==> src/rtl/pwm_duty_decode.sv <==
// PWM receiver: recovers the 11-bit duty word from an asynchronous PWM line,
// checks each period against the nominal frame and flags a stuck line.
module pwm_duty_decode #(
    parameter int unsigned PERIOD  = 2048,
    parameter int unsigned TOL     = 2,
    parameter int unsigned TIMEOUT = 4096
) (
    input  logic        clk,
    input  logic        rst_n,
    input  logic        pwm_in,
    output logic [10:0] duty,
    output logic        duty_vld,
    output logic        period_err,
    output logic        stuck_hi,
    output logic        stuck_lo
);

    localparam logic [12:0] TIMEOUT_C = 13'(TIMEOUT);
    localparam logic [12:0] PER_LO    = 13'(PERIOD - TOL);
    localparam logic [12:0] PER_HI    = 13'(PERIOD + TOL);

    typedef enum logic {
        IDLE,
        MEAS
    } state_t;

    state_t      state, state_d;
    logic        sync1, sync2, prev;
    logic [1:0]  fill;
    logic [12:0] per_cnt, per_cnt_d;
    logic [11:0] hi_cnt, hi_cnt_d;
    logic [10:0] duty_d;
    logic        duty_vld_d, period_err_d, stuck_hi_d, stuck_lo_d;
    logic        rise, in_tol, timeout;

    // prev is held at 1 until sync2 carries a real sample, so a line that is
    // already high at reset release never looks like a rising edge.
    always_ff @(posedge clk or negedge rst_n) begin
        if (!rst_n) begin
            sync1 <= 1'b0;
            sync2 <= 1'b0;
            prev  <= 1'b1;
            fill  <= '0;
        end else begin
            sync1 <= pwm_in;
            sync2 <= sync1;
            fill  <= {fill[0], 1'b1};
            prev  <= fill[1] ? sync2 : 1'b1;
        end
    end

    assign rise    = sync2 & ~prev;
    assign in_tol  = (per_cnt >= PER_LO) && (per_cnt <= PER_HI);
    assign timeout = ~rise && (per_cnt == TIMEOUT_C) && ~stuck_hi && ~stuck_lo;

    always_comb begin
        state_d      = state;
        per_cnt_d    = (per_cnt == TIMEOUT_C) ? per_cnt : per_cnt + 13'd1;
        hi_cnt_d     = (sync2 && (hi_cnt != '1)) ? hi_cnt + 12'd1 : hi_cnt;
        duty_d       = duty;
        duty_vld_d   = 1'b0;
        period_err_d = 1'b0;
        stuck_hi_d   = stuck_hi;
        stuck_lo_d   = stuck_lo;

        if (rise) begin
            per_cnt_d  = 13'd1;
            hi_cnt_d   = 12'd1;
            stuck_hi_d = 1'b0;
            stuck_lo_d = 1'b0;
            state_d    = MEAS;
            if (state == MEAS) begin
                if (in_tol) begin
                    duty_d     = hi_cnt[11] ? '1 : hi_cnt[10:0];
                    duty_vld_d = 1'b1;
                end else begin
                    period_err_d = 1'b1;
                end
            end
        end else if (timeout) begin
            state_d    = IDLE;
            duty_vld_d = 1'b1;
            stuck_hi_d = sync2;
            stuck_lo_d = ~sync2;
            duty_d     = sync2 ? '1 : '0;
        end
    end

    always_ff @(posedge clk or negedge rst_n) begin
        if (!rst_n) begin
            state      <= IDLE;
            per_cnt    <= '0;
            hi_cnt     <= '0;
            duty       <= '0;
            duty_vld   <= 1'b0;
            period_err <= 1'b0;
            stuck_hi   <= 1'b0;
            stuck_lo   <= 1'b0;
        end else begin
            state      <= state_d;
            per_cnt    <= per_cnt_d;
            hi_cnt     <= hi_cnt_d;
            duty       <= duty_d;
            duty_vld   <= duty_vld_d;
            period_err <= period_err_d;
            stuck_hi   <= stuck_hi_d;
            stuck_lo   <= stuck_lo_d;
        end
    end

endmodule

==> config.mk <==
export PLATFORM = sky130hd
export DESIGN_NAME = pwm_duty_decode
export DESIGN_NICKNAME = d
export VERILOG_FILES = /design/src/rtl/pwm_duty_decode.sv
export SDC_FILE = /design/constraint.sdc
export NUM_CORES = 1
export LEC_CHECK = 0
export BUFFER_PORTS_ARGS = -buffer_cell sky130_fd_sc_hd__buf_4
export CORE_ASPECT_RATIO = 0.7
export CORE_MARGIN = 5
export CORE_UTILIZATION = 45
export DETAILED_ROUTE_END_ITERATION = 16
export PLACE_DENSITY = 0.65
export SLEW_MARGIN = 20
export SYNTH_ARGS = -nofsm -noshare
export SYNTH_HDL_FRONTEND = slang
export SYNTH_SLANG_ARGS = --single-unit
==> constraint.sdc <==
create_clock -name clk -period 2.03 [get_ports clk]
set_input_delay 0.3045 -clock clk [delete_from_list [all_inputs] [get_ports clk]]
set_output_delay 0.3045 -clock clk [all_outputs]
set_load 0.01 [all_outputs]
After elaboration in Yosys (flattened, before gate mapping)
Cells that the tools add are included.
{"block": "totals", "reg_bits": 46, "input_bits": 3}
{"block": "op_classes", "addsub": 2, "magnitude_cmp": 2, "n_eq_ne": 5, "muxes": 24, "bitwise_logic": 6, "n_reduce_logical": 8}
{"operator": "$mux W11", "n": 6}
{"operator": "$mux W13", "n": 2}
{"operator": "$mux W12", "n": 2}
{"operator": "$mux W1", "n": 14}
{"operator": "$add A13 B1 Y13 const B", "n": 1}
{"operator": "$eq A13 B13 Y1 const B", "n": 1}
{"operator": "$ge A13 B11 Y1 const B", "n": 1}
{"operator": "$le A13 B12 Y1 const B", "n": 1}
{"operator": "$add A12 B1 Y12 const B", "n": 1}
{"operator": "$ne A12 B12 Y1 const B", "n": 1}
{"operator": "$logic_and A1 B1 Y1", "n": 5}
{"operator": "$not A1 Y1", "n": 5}
{"operator": "$ne A2 B2 Y1 const B", "n": 2}
{"operator": "$reduce_bool A2 Y1", "n": 2}
{"operator": "$reduce_and A3 Y1", "n": 1}
{"operator": "$ne A2 B1 Y1 const B", "n": 1}
{"operator": "$and A1 B1 Y1", "n": 1}

Logic depth before layout (Yosys ltp)
Gate-level depths: netlist of run 1.
{"block": "depth", "ltp_word": 8, "depth_mapped": 7}

Worst setup path after synthesis of run 1
OpenSTA, ideal clock, no wires.
{"block": "synth_timing", "kind": "flip-flop to flip-flop", "from": "reg per_cnt[2]", "to": "reg duty[0]", "t_arrival_ns": 1.794, "required_ns": 1.905, "path_slack_ns": 0.111, "stages_incl_launch_ff": 6, "path_buffers": 1, "synth_period_minus_slack_ns": 1.919, "cell_sequence": "dfrtp_1 -> nand4_1 -> or3_4 -> o32ai_2 -> buf_6 -> mux2_2"}
{"block": "synth_between", "elab_chain_len": 6}
{"item": "from (decl)", "line_no": "30", "source": "logic [12:0] per_cnt, per_cnt_d;"}
{"item": "from (signal assigned)", "line_no": "101", "source": "per_cnt <= per_cnt_d;"}
{"item": "branches (longest 5 deep; another with $ge A13 B11 Y1)"}
{"item": "$reduce_and A3 Y1 (no source line) *"}
{"item": "to (signal assigned)", "line_no": "103", "source": "duty <= duty_d;"}
{"item": "to (decl)", "line_no": "11", "source": "output logic [10:0] duty,"}
Mark *: on every way between the ends.
A chain may end at the register's enable or synchronous reset.

Worst setup path in the final report of run 1
{"block": "layout_timing", "from": "reg per_cnt[3]", "to": "reg duty[5]"}
Same word-level chain as after synthesis.

==> impl_metrics.py, run 1 <==
metrics = {
    "critical_path": {
        "ff2ff_setup_slack_ns": 0.09,
        "cpLargestDelayFamily": "simple AND/OR/NAND/NOR gates",
        "worstSetupEndpointType": "register",
        "cp.required_ns": 2.21,
        "cp_max_fo": 12,
        "crit_buf_inv": 1,
        "critPathKind": "reg2reg",
        "critPathMaxStageDelay_ns": 0.43,
        "path_cells": "nand4_1 > or3_4 > o32ai_2 > buf_6 > mux2_2",
        "arrival_ns": 2.13,
        "cp-start-kind": "register",
        "crit_slowest_cell": "dfrtp_2",
    },
    "grt": {
        "grt_pass1_wl_um": 7890,
        "grt_pass1_vias": 1549,
        "grt_max_degree": 47,
        "met1_usage_pct": 25.4,
        "top_usage_layer": "met1",
        "grtUsageMet2_pct": 18.4,
        "gr-total-overflow": 0,
        "use_met3_pct": 3.80,
        "grt_antenna_before_repair": 0,
        "grt_usage_pct": 15.0,
    },
    "logic_synthesis": {
        "synth-seq-cells": 46,
        "syn_inst": 213,
        "synth_fp_nets": 220,
        "synthArstFlopShare_pct": 100,
        "synth_cell_types": 50,
        "seq_area_frac_synth_pct": 50.8,
        "synth_edf_count": 0,
        "yosysWarnings": 0,
        "synthesis.area_sq_um": 2270,
        "avgSynthCellArea_sq_um": 10.6,
        "synthFlopType": "dfrtp_1",
    },
    "sta": {
        "period_share_pct": 95.8,
        "fin_worst_skew_ns": 0.00587,
        "tightest_slew_ns": 0.592,
        "finalHoldViolCount": 0,
        "setup_tns_ns": 0,
        "rsz0062_at_grt": "false",
        "fmaxAchievable_mhz": 514,
        "final_max_slew_viol_count": 0,
        "hold_slack_ns": 0.0106,
        "final-setup-viol-count": 0,
        "layout_min_cycle_time_ns": 1.94,
        "relSlewSlack_pct": 60.6,
    },
    "power": {
        "power_frac_comb_pct": 20.1,
        "p_sw_share_pct": 30.9,
        "power.switching_mw": 0.631,
        "intPower_mw": 1.41,
        "seqPwrFrac_pct": 52.5,
        "p_leak_nw": 1.21,
        "cellPowerDensity_nw_per_um2": 778,
        "clkPwrFrac_pct": 27.4,
        "ir_drop_uv": 395,
    },
    "detailed_routing": {
        "antenna_left": 0,
        "first_pass_iters": 4,
        "viasPerCell": 5.39,
        "vias": 1666,
        "drt-wirelength-per-cell_um": 14.6,
        "routed_wl_um": 4520,
        "drcViolationCount": 0,
        "drt-initial-drc-count": 168,
    },
    "clock_network": {
        "clkTransAtPathRegs_ns": 0.09,
        "htree_levels": 2,
        "clockRootBuffer": "clkbuf_8",
        "post_cts_buffers": 0,
        "cts_made_buffers": 5,
        "clock-sinks": 46,
        "cts-hold-fix-buffers": 0,
        "clk_path_buf_depth": 2,
        "clock_latency_ns": 0.29,
        "cts_tree": "built",
        "cts_resized": 0,
    },
    "placement": {
        "hpwl_um": 3240,
        "gp_congestion": 0.835,
        "port_buffers": 17,
    },
    "layout": {
        "layout_commonest_cell": "dfrtp_1",
        "seq_area_sq_um": 1150,
        "final_cell_mix": "44 x dfrtp_1, 28 x buf_4, 19 x nand2_1, 17 x nor2_1, 15 x o21a_1",
        "fill_cells": 451,
        "area_growth_pct": 15.8,
        "fin_util_pct": 54.3,
        "drive_gt1_share_pct": 23.3,
        "layout.nets": 246,
        "antennaDiodeCount": 0,
        "multi_input_area_sq_um": 1060,
    },
    "floorplanning": {
        "die_h_um": 69.4,
        "core_sq_um": 4830,
        "start_util_pct": 46.9,
        "ios": 18,
        "fp-row-count": 21,
        "die_w_um": 94.9,
        "die-area_sq_um": 6580,
    },
    "run_status": {
        "status": "complete, no violations",
    },
    "worst_hold_path": {
        "hold_path.class": "in2async",
    },
    "job": {
        "maxCapViolCount": 0,
    },
}
## flip-flops by register name, indices dropped and copies added (netlist names), 2 cells and up
| signal | count |
|---|---|
| per_cnt | 13 |
| duty | 11 |
| fill | 2 |
| hi_cnt | 12 |
## per-stage QoR
| step | total power, mW | worst slack (ns) | instance area (sq um) | instances |
|---|---|---|---|---|
| after floorplan | 1.33 | 0.111 | 2270 | 213 |
| after global placement | 1.48 | 0.0684 | 2520 | 301 |
| after detailed placement | 1.48 | 0.0301 | 2520 | 301 |
| after CTS | 2.05 | 0.0152 | 2620 | 309 |
| after global routing | 2.17 | 0.0174 | 2630 | 309 |
| final | 2.04 | 0.0858 | 2630 | 309 |
## power groups by stage
stage	registers (mW)	clock network, mW	logic (mW)
final	1.07	0.560	0.411
after global routing	1.09	0.612	0.469
after CTS	1.07	0.581	0.400
after detailed placement	1.09	0	0.399
after global placement	1.09	0	0.391
after floorplan	1.08	0	0.251
## worst paths after layout
check,from,end,cells past startpoint
max in group asynchronous,rst_n,per_cnt[3],1
setup reg to reg,per_cnt[3],duty[5],5
hold / removal,rst_n,per_cnt[1],1
min in group clk,pwm_in,sync1,1
hold reg to reg,fill[0],fill[1],0
setup / recovery,per_cnt[3],duty[5],5
## cell families (layout without fill, tap and decap cells)
kind of cell,count (synthesis),after routing,synth area share (%)
mux,14,14,6.78
simple gates,83,83,19.2
other cells,1,1,0.165
buf+inv,14,41,2.76
compound gates,39,39,13.5
xor+xnor,12,12,4.63
flops,46,46,50.8
fa+ha+maj,4,4,2.21
## metal layers
layer	share of wire, %	up-vias
met1	56	801
met2	38	36
met5	0	-
met4	0.82	0
met3	5.2	5
li1	-	824
## area by class of cell
type | instances | share of cell area [%]
sequential | 46 | 43.9
multi-input combinational | 153 | 40.4
timing repair buffer | 29 | 8.43
tap | 69 | 3.29
clock buffer | 5 | 2.62
clock inverter | 3 | 0.810
inverter | 4 | 0.572
## synthesized netlist by cell type, drive strengths merged, types with 2 or more instances
cell type  instances  area, sq um
nor2              17         63.8
dfrtp             45         1130
o41ai              3         26.3
mux2i              3         30.0
mux2              11          124
a41oi              2         17.5
nand4              8         50.1
o31a               2         17.5
nand2b             3         18.8
inv                4         15.0
a21oi              5         25.0
nor4               5         31.3
o21a              15          113
nor3               4         20.0
nand3              9         45.0
buf                4         25.0
and4               2         18.8
and2               4         25.0
and3               3         18.8
clkbuf             6         22.5
xor2               8         70.1
nand2             19         71.3
xnor2              4         35.0
ha                 4         50.1
(Power assumes the default switching activity.)
==> run 2: changes to the inputs <==
ABC_AREA = 1   (was default)
==> run 2 against run 1 <==
The flow now finishes with violations (hold timing). Cell count up 31%. Maximum frequency increased by 4.7%. Cell area up 9.1%. Via count is 26% higher. Synthesized area grew 13%. Setup slack improved by 0.087 ns. Die area up 11%. Combinational power fell by 2%. Sequential share of layout area decreased by 3.7 points. Synthesized cell count increased by 46%. Clock power rose by 24%. Largest cell class is now multi-input gates. Largest power group unchanged.
==> impl_metrics.py, run 2 <==
metrics = {
    "run_status": {
        "status": "complete, but fails checks",
        "violations": "hold timing",
    },
    "power": {
        "clkPwrFrac_pct": 31.7,
        "intPower_mw": 1.51,
        "power.switching_mw": 0.692,
        "p_total_mw": 2.20,
        "power_frac_comb_pct": 18.3,
        "p_leak_nw": 1.36,
        "p_sw_share_pct": 31.5,
        "seqPwrFrac_pct": 50.1,
        "ir_drop_uv": 357,
        "cellPowerDensity_nw_per_um2": 767,
    },
    "critical_path": {
        "critPathKind": "reg2reg",
        "cp-start-kind": "register",
        "cp.required_ns": 2.23,
        "worstSetupEndpointType": "register",
        "cp_max_fo": 11,
        "arrival_ns": 2.06,
    },
    "floorplanning": {
        "die_h_um": 73.1,
        "fp-row-count": 23,
        "core_sq_um": 5610,
        "die-area_sq_um": 7320,
        "start_util_pct": 45.6,
        "die_w_um": 100,
        "ios": 18,
    },
    "detailed_routing": {
        "routed_wl_um": 5480,
        "drt-wirelength-per-cell_um": 13.5,
        "antenna_left": 0,
        "first_pass_iters": 4,
        "drt-initial-drc-count": 146,
        "vias": 2097,
        "viasPerCell": 5.18,
        "drcViolationCount": 0,
    },
    "grt": {
        "grt_usage_pct": 16.4,
        "grt_pass1_vias": 1871,
        "grt_max_degree": 47,
        "grt_antenna_before_repair": 0,
        "gr-total-overflow": 0,
        "grt_pass1_wl_um": 9400,
    },
    "logic_synthesis": {
        "synthFlopType": "dfrtp_1",
        "synth_area_leaders": "dfrtp_1 44%, nand2_1 9.2%, nand3_1 6.3%, nor2_1 4.7%, nand3_2 4.3%",
        "synth_fp_nets": 318,
        "synth-seq-cells": 46,
        "synth_largest_area_cell": "dfrtp_1",
        "seq_area_frac_synth_pct": 45.1,
        "synth_edf_count": 0,
        "synth_cell_types": 35,
        "synth_common_cells": "63 x nand2_1, 45 x dfrtp_1, 32 x nand3_1, 32 x nor2_1, 24 x inv_1",
        "yosysWarnings": 0,
        "yosysTopAreaCellShare_pct": 44.0,
        "avgSynthCellArea_sq_um": 8.22,
        "synth_most_common_cell": "nand2_1",
        "synthArstFlopShare_pct": 100,
        "syn_inst": 311,
        "synthesis.area_sq_um": 2560,
    },
    "clock_network": {
        "clock_latency_ns": 0.31,
        "clock-sinks": 46,
        "cts_resized": 0,
        "post_cts_buffers": 0,
        "cts_tree": "built",
        "htree_levels": 2,
        "clk_path_buf_depth": 2,
        "cts_made_buffers": 5,
        "clockRootBuffer": "clkbuf_8",
        "clkTransAtPathRegs_ns": 0.09,
        "cts-hold-fix-buffers": 0,
    },
    "sta": {
        "finalHoldViolCount": 5,
        "period_share_pct": 91.5,
        "final-setup-viol-count": 0,
        "final_max_slew_viol_count": 0,
        "finalWorstSetupSlack_ns": 0.173,
        "relSlewSlack_pct": 61.2,
        "fin_worst_skew_ns": 0.00896,
        "layout_min_cycle_time_ns": 1.86,
        "fmaxAchievable_mhz": 538,
        "setup_tns_ns": 0,
        "hold_slack_ns": -0.00793,
        "rsz0062_at_grt": "false",
        "tightest_slew_ns": 0.581,
    },
    "job": {
        "maxCapViolCount": 0,
    },
    "placement": {
        "hpwl_um": 4020,
        "gp_congestion": 0.887,
        "place_area_sq_um": 2750,
        "port_buffers": 17,
        "place_ws_ns": 0.214,
    },
    "layout": {
        "fill_cells": 524,
        "top_register": "per_cnt",
        "final_area_sq_um": 2860,
        "reg_top3": "per_cnt: 13 flops, hi_cnt: 12 flops, duty: 11 flops",
        "layout.nets": 336,
        "area_growth_pct": 12.0,
        "final_cell_mix": "63 x nand2_1, 45 x dfrtp_1, 32 x nor2_1, 32 x nand3_1, 24 x inv_1",
        "largest_register_ffs": 13,
        "antennaDiodeCount": 0,
        "drive_gt1_share_pct": 22.1,
        "layout_commonest_cell": "nand2_1",
    },
    "worst_hold_path": {
        "hold_path.class": "in2async",
    },
}
## run 2: changes by cell type after synthesis, moves of 7 or more
| cell | previous run | this run |
|---|---|---|
| mux2_2 | 11 | 0 |
| nand3_1 | 9 | 32 |
| a31oi_1 | 1 | 12 |
| o21a_1 | 15 | 2 |
| nand2_1 | 19 | 63 |
| inv_1 | 4 | 24 |
| nor2_1 | 17 | 32 |
| nand3_2 | 0 | 11 |
| inv_2 | 0 | 11 |
| nand2_2 | 0 | 7 |
## run 2: cell families after synthesis
group / synth area share, %
adder cells (fa/ha/maj): 1.96
buffers and inverters: 7.68
flip-flops: 45.1
AO/OA/AOI/OAI: 10.6
XOR/XNOR: 2.05
other: 0.147
AND/OR/NAND/NOR: 32.5
## run 2: path summary, 6_finish.rpt
kind / startpoint / endpoint / slack, ns / cells after the start
worst max-delay path: per_cnt[4] / duty[8] / 0.17 / 8
worst min-delay path: rst_n / per_cnt[4] / -0.008 / 1
worst max register to register: per_cnt[4] / duty[8] / 0.17 / 8
worst min register to register: sync1 / sync2 / 0.35 / 0
max in group asynchronous: rst_n / period_err / 1.64 / 1
min in group clk: pwm_in / sync1 / 0.11 / 1
## run 2: final cells by class
| cell class | count | area [sq um] | area share, % |
|---|---|---|---|
| multi-input cells | 219 | 1210 | 42.2 |
| clock buffers | 5 | 68.8 | 2.40 |
| inverters | 35 | 131 | 4.59 |
| flip-flops and latches | 46 | 1150 | 40.2 |
| well taps | 75 | 93.8 | 3.28 |
| repair buffers | 22 | 165 | 5.77 |
| clock inverters | 3 | 43.8 | 1.53 |
## run 2: metrics by stage
| step | instances | utilization [%] |
|---|---|---|
| floorplan | 311 | - |
| global placement | 397 | 49.0 |
| detailed placement | 397 | 49.0 |
| CTS | 405 | 51.0 |
| global route | 405 | 51.0 |
| finish | 405 | 51.0 |
## run 2: per-layer routing
metal / up-vias / GRT usage [%] / wire length [um]
met5: - / 0 / 0
met4: 0 / 4.93 / 61
met3: 6 / 3.53 / 232
met2: 45 / 22.3 / 2230
met1: 978 / 25.6 / 2950
li1: 1068 / - / -
## run 2: power groups by stage
stage	Combinational, mW	Sequential, mW	Clock, mW
floorplan	0.314	1.09	0
CTS	0.402	1.10	0.724
global placement	0.390	1.12	0
finish	0.401	1.10	0.696
detailed placement	0.401	1.12	0
global route	0.458	1.12	0.760
## run 2: critical path, stage by stage, from the launching register on
cell	delay, ns
dfrtp_1	0.43
nor2_1	0.21
nand3_1	0.11
nor2_1	0.12
nand2_1	0.06
nand2_1	0.12
nand4_1	0.41
nand3_1	0.21
nand2_1	0.07
